===== config.mk =====
export PLATFORM = sky130hd
export DESIGN_NAME = dct_coef_serializer
export DESIGN_NICKNAME = d
export VERILOG_FILES = /design/src/rtl/dct_pkg.sv /design/src/rtl/dct_coef_quant.sv /design/src/rtl/dct_coef_serializer.sv
export SDC_FILE = /design/constraint.sdc
export NUM_CORES = 1
export LEC_CHECK = 0
export CAP_MARGIN = 15
export CORE_MARGIN = 4
export CORE_UTILIZATION = 40
export CTS_CLUSTER_SIZE = 8
export DETAILED_ROUTE_END_ITERATION = 12
export GPL_ROUTABILITY_DRIVEN = 0
export PLACE_DENSITY = 0.75
export REMOVE_ABC_BUFFERS = 1
export SYNTH_ARGS = -nofsm -noshare
export SYNTH_HDL_FRONTEND = slang
export SYNTH_SLANG_ARGS = --single-unit

===== constraint.sdc =====
create_clock -name clk -period 3.85 [get_ports clk]
set_clock_uncertainty 0.2 [all_clocks]
set_input_delay 0.385 -clock clk [delete_from_list [all_inputs] [get_ports clk]]
set_output_delay 0.385 -clock clk [all_outputs]
set_load 0.01 [all_outputs]

===== src/rtl/dct_pkg.sv =====
// +----------------------------------------------------------------------------+
// | dct_pkg : shared widths and FSM encoding for the DCT coefficient serializer |
// | Revision: 1.0                                                              |
// +----------------------------------------------------------------------------+
`default_nettype none

package dct_pkg;
    localparam int IN_W       = 40;
    localparam int IN_FRAC    = 24;
    localparam int OUT_FRAC   = 4;
    localparam int N_COEF     = 8;
    localparam int BASE_SHIFT = IN_FRAC - OUT_FRAC;

    typedef enum logic [0:0] {
        ST_IDLE = 1'b0,
        ST_SEND = 1'b1
    } state_e;
endpackage

`default_nettype wire


===== src/rtl/dct_coef_quant.sv =====
// +----------------------------------------------------------------------------+
// | dct_coef_quant : round-half-up arithmetic right shift with saturation      |
// | Revision: 1.0                                                              |
// +----------------------------------------------------------------------------+
`default_nettype none

module dct_coef_quant
    import dct_pkg::*;
#(
    parameter int OUT_W = 16
) (
    input  logic [IN_W-1:0]  value_i,
    input  logic [4:0]       shift_i,
    output logic [OUT_W-1:0] result_o,
    output logic             sat_o
);
    localparam logic signed [IN_W:0] C_MAX = {{(IN_W+2-OUT_W){1'b0}}, {(OUT_W-1){1'b1}}};
    localparam logic signed [IN_W:0] C_MIN = {{(IN_W+2-OUT_W){1'b1}}, {(OUT_W-1){1'b0}}};

    logic        [IN_W:0] w_half;
    logic signed [IN_W:0] w_sum;
    logic signed [IN_W:0] w_t;

    // One guard bit keeps value + half from wrapping at the positive extreme.
    always_comb begin
        w_half   = {{IN_W{1'b0}}, 1'b1} << (shift_i - 5'd1);
        w_sum    = $signed({value_i[IN_W-1], value_i}) + $signed(w_half);
        w_t      = w_sum >>> shift_i;
        sat_o    = 1'b0;
        result_o = w_t[OUT_W-1:0];
        if (w_t > C_MAX) begin
            result_o = C_MAX[OUT_W-1:0];
            sat_o    = 1'b1;
        end else if (w_t < C_MIN) begin
            result_o = C_MIN[OUT_W-1:0];
            sat_o    = 1'b1;
        end
    end
endmodule

`default_nettype wire


===== src/rtl/dct_coef_serializer.sv =====
// +----------------------------------------------------------------------------+
// | dct_coef_serializer : snapshots 8 DCT outputs, streams quantised coefs     |
// | Revision: 1.0                                                              |
// +----------------------------------------------------------------------------+
`default_nettype none

module dct_coef_serializer
    import dct_pkg::*;
#(
    parameter logic [23:0] QSHIFT = 24'h0,
    parameter int          OUT_W  = 16
) (
    input  logic             clk,
    input  logic             clr,
    input  logic             load,
    input  logic [IN_W-1:0]  g0,
    input  logic [IN_W-1:0]  g1,
    input  logic [IN_W-1:0]  g2,
    input  logic [IN_W-1:0]  g3,
    input  logic [IN_W-1:0]  g4,
    input  logic [IN_W-1:0]  g5,
    input  logic [IN_W-1:0]  g6,
    input  logic [IN_W-1:0]  g7,
    input  logic             coef_ready,
    output logic [OUT_W-1:0] coef_out,
    output logic [2:0]       coef_idx,
    output logic             coef_valid,
    output logic             coef_last,
    output logic             busy,
    output logic             sat,
    output logic             overrun
);
    state_e           state_q, state_d;
    logic [IN_W-1:0]  snap_q [N_COEF];
    logic [IN_W-1:0]  snap_d [N_COEF];
    logic [IN_W-1:0]  w_g    [N_COEF];
    logic [2:0]       idx_q, idx_d;
    logic [OUT_W-1:0] coef_out_q;
    logic             cur_sat_q;
    logic             sat_q, sat_d;
    logic             overrun_q, overrun_d;
    logic             w_hs;
    logic             w_capture;
    logic [4:0]       w_shift;
    logic [OUT_W-1:0] w_q_result;
    logic             w_q_sat;

    assign w_g[0] = g0;
    assign w_g[1] = g1;
    assign w_g[2] = g2;
    assign w_g[3] = g3;
    assign w_g[4] = g4;
    assign w_g[5] = g5;
    assign w_g[6] = g6;
    assign w_g[7] = g7;

    assign w_hs = (state_q == ST_SEND) && coef_ready;

    always_comb begin
        state_d   = state_q;
        idx_d     = idx_q;
        snap_d    = snap_q;
        sat_d     = sat_q;
        overrun_d = overrun_q;
        w_capture = 1'b0;
        if (w_hs && cur_sat_q) begin
            sat_d = 1'b1;
        end
        case (state_q)
            ST_IDLE: begin
                if (load) begin
                    w_capture = 1'b1;
                    idx_d     = 3'd0;
                    state_d   = ST_SEND;
                end
            end
            ST_SEND: begin
                if (w_hs) begin
                    if (idx_q == 3'd7) begin
                        idx_d = 3'd0;
                        if (load) begin
                            w_capture = 1'b1;
                        end else begin
                            state_d = ST_IDLE;
                        end
                    end else begin
                        idx_d = idx_q + 3'd1;
                    end
                end
                if (load && !(w_hs && (idx_q == 3'd7))) begin
                    overrun_d = 1'b1;
                end
            end
            default: state_d = ST_IDLE;
        endcase
        if (w_capture) begin
            snap_d = w_g;
        end
    end

    // Quantise the coefficient that will be on display next cycle, so the
    // output register stays valid with one-cycle load latency and holds on stall.
    assign w_shift = 5'(BASE_SHIFT) + {2'b00, QSHIFT[3*idx_d +: 3]};

    dct_coef_quant #(
        .OUT_W (OUT_W)
    ) u_quant (
        .value_i  (snap_d[idx_d]),
        .shift_i  (w_shift),
        .result_o (w_q_result),
        .sat_o    (w_q_sat)
    );

    always_ff @(posedge clk) begin
        if (clr) begin
            state_q    <= ST_IDLE;
            idx_q      <= 3'd0;
            coef_out_q <= '0;
            cur_sat_q  <= 1'b0;
            sat_q      <= 1'b0;
            overrun_q  <= 1'b0;
            for (int i = 0; i < N_COEF; i++) begin
                snap_q[i] <= '0;
            end
        end else begin
            state_q    <= state_d;
            idx_q      <= idx_d;
            coef_out_q <= w_q_result;
            cur_sat_q  <= w_q_sat;
            sat_q      <= sat_d;
            overrun_q  <= overrun_d;
            snap_q     <= snap_d;
        end
    end

    assign coef_out   = coef_out_q;
    assign coef_idx   = idx_q;
    assign coef_valid = (state_q == ST_SEND);
    assign busy       = (state_q == ST_SEND);
    assign coef_last  = (state_q == ST_SEND) && (idx_q == 3'd7);
    assign sat        = sat_q;
    assign overrun    = overrun_q;
endmodule

`default_nettype wire


==> results_dict.tcl <==
set metrics [dict create \
    ctsHtreeMaxLevel 4 \
    num_rows 57 \
    wirelength_um 32400 \
    final_cell_mix "nand2_1, clkdlybuf4s50_1, dfxtp_1" \
    grt_pass1_vias 9535 \
    status "finished with violations" \
    hpwl_um 21900 \
    portBuffers 195 \
    ys_types 71 \
    min_period_over_period 1.07 \
    num-nets-final 1767 \
    fmax_mhz 243 \
    place_ws_ps -743 \
    vias 9835 \
    violations "negative setup slack" \
    avgViaCountPerCell 5.54 \
    die-area_mm2 0.0276 \
    syn_area_mm2 0.0100 \
    utilization 0.598 \
    required_ps 3960 \
    die_h_um 166 \
    final_common_cell "nand2_1" \
    clockBufferDepth 2 \
    crit_arrival_ps 4220 \
    rrSetupSlack_ps -270 \
    grt_max_degree 111 \
    clk_latency_ps 440 \
    yosys_warnings 0 \
    cts_tree "yes" \
    hold_path_class "register to register" \
    timing.critical_path.from_type "register" \
    grt_first_pass_wirelength_um 50600 \
    rsz0062_at_grt "true" \
    ios 348 \
    die_w_um 166 \
    cts_made_buffers 17 \
    synth_top_area_cell "dfxtp_1" \
    relSlewSlack 0.402 \
    cp_max_fo 14 \
    min_period_ps 4120 \
    detail_route.wl_per_cell_um 18.2 \
    vdd_drop_max_uv 261 \
    synthDominantCellAreaShare 0.382 \
    slew_violations 0 \
    ys_ff_latch 191 \
    crit_path_end_kind "register" \
    finalHoldViolations 0 \
    root_buffer "clkbuf_16" \
    placed_area_mm2 0.0132 \
    tightest_slew_ps 897 \
    start_util 0.409 \
    grt.overflow.total 0 \
    power.density_mw_per_mm2 354 \
    drive_gt1_frac 0.254 \
    finalInstanceArea_mm2 0.0146 \
    critical_path_class "register to register" \
    core-area_mm2 0.0245 \
    fin_ws_ps -269 \
    avgSynthCellArea_um2 8.86 \
    place_inst 1710 \
    layout.cells.non_filler 1775 \
    area_delta_synth_final_pct 46.0 \
    async_flop_share 0 \
    cts.sinks 191 \
    first_pass_iters 5 \
    leakagePower_nw 5.80 \
    synth-main-ff-cell "dfxtp_1" \
    drt_iter0_drc 840 \
    ys_seq_area_frac 0.382 \
    synth_area_leaders "dfxtp_1, mux4_2, nand2_1, mux2i_1, a21oi_1" \
    grt_use_total 0.223 \
    final_antenna_net_count 0 \
    setup-violations-final 17 \
    synth-edff-count 0 \
    drc 0 \
    diodes 0 \
    antenna_found_initial 0 \
    max_cap_viol_count 0 \
    clk_pin_slew_ps 70 \
    synthesis.instances 1131 \
]
cells in the mapped netlist (all sizes together), types with 5 or more instances:
master,n
xor2,11
nor4,9
a311oi,6
mux4,39
a32oi,44
nand3,23
nand2,229
nor3,14
a21o,6
a32o,5
buf,45
a22oi,16
and3,6
a31o,6
clkbuf,53
a21oi,113
a221oi,5
dfxtp,191
a31oi,9
mux2i,62
o21ai,15
a211oi,16
mux2,9
and2,55
nor2,99
area by class of cell:
class	count	area (µm²)
clock buffers	19	453
fillers	2028	9840
clock inverters	12	86.3
multi-input cells	840	6040
flip-flops and latches	191	3830
repair buffers	387	3800
well taps	324	405
inverters	2	7.51
layer usage:
layer,track usage,vias up,share of wire,wire length [µm]
met1,0.300,4736,0.43,14000
met3,0.0412,38,0.063,2050
met5,0,-,0,0
met2,0.374,388,0.49,15700
li1,-,4673,-,-
met4,0.0548,0,0.018,583
what timing repair did:
action | in CTS | in global routing
endpoints found under the setup margin | 16 | 17
gates cloned | 7 | 2
pin swaps | 22 | 31
setup buffers | 17 | 11
hold buffers | 0 | 0
gates resized for setup | 42 | 58
worst max-delay path, stage by stage, from the launching register on:
cell and delay [ps]:
dfxtp_4 360, ha_4 170, buf_4 130, ha_4 150
and4bb_2 320, nor3_4 50, buf_12 150, buf_16 150
and2_1 180, a22oi_2 190, a31o_2 240, nand4_1 190
or4_1 430, a2111o_1 470, a211oi_4 270, buf_6 200
a311oi_2 110
flip-flops by register name, summed over array words and instances (netlist names):
signal and count:
snap_q 168, coef_out 16, coef_idx 3, busy 1, cur_sat_q 1, overrun 1
sat 1
final timing paths:
path,from,endpoint,cells after the start
setup reg to reg,coef_idx[0],coef_out[3],16
hold / removal,snap_q[310],snap_q[310],2
setup / recovery,coef_idx[0],coef_out[3],16
hold reg to reg,snap_q[310],snap_q[310],2
stage by stage:
stage	setup TNS, ps	power [mW]	hold slack, ps
floorplan	-332140	2.77	227
global placement	-8990	3.36	238
detailed placement	-10480	3.38	247
CTS	-3210	5.14	257
global route	-5450	5.38	274
finish	-3920	5.18	253
kinds of logic (layout without fill, tap and decap cells):
family / Yosys count / after routing / synth area share
simple gates: 455 / 455 / 0.206
compound gates: 258 / 258 / 0.183
mux: 110 / 110 / 0.160
xor+xnor: 13 / 13 / 0.0114
fa+ha+maj: 4 / 4 / 0.00500
flops: 191 / 191 / 0.382
buf+inv: 100 / 420 / 0.0528
report_power, final:
| part | internal, mW | switching, mW | total, mW |
|---|---|---|---|
| Combinational | 0.719 | 0.630 | 1.35 |
| Sequential | 2.10 | 0.0524 | 2.15 |
| Clock | 0.862 | 0.811 | 1.67 |
(Power assumes the default switching activity.)
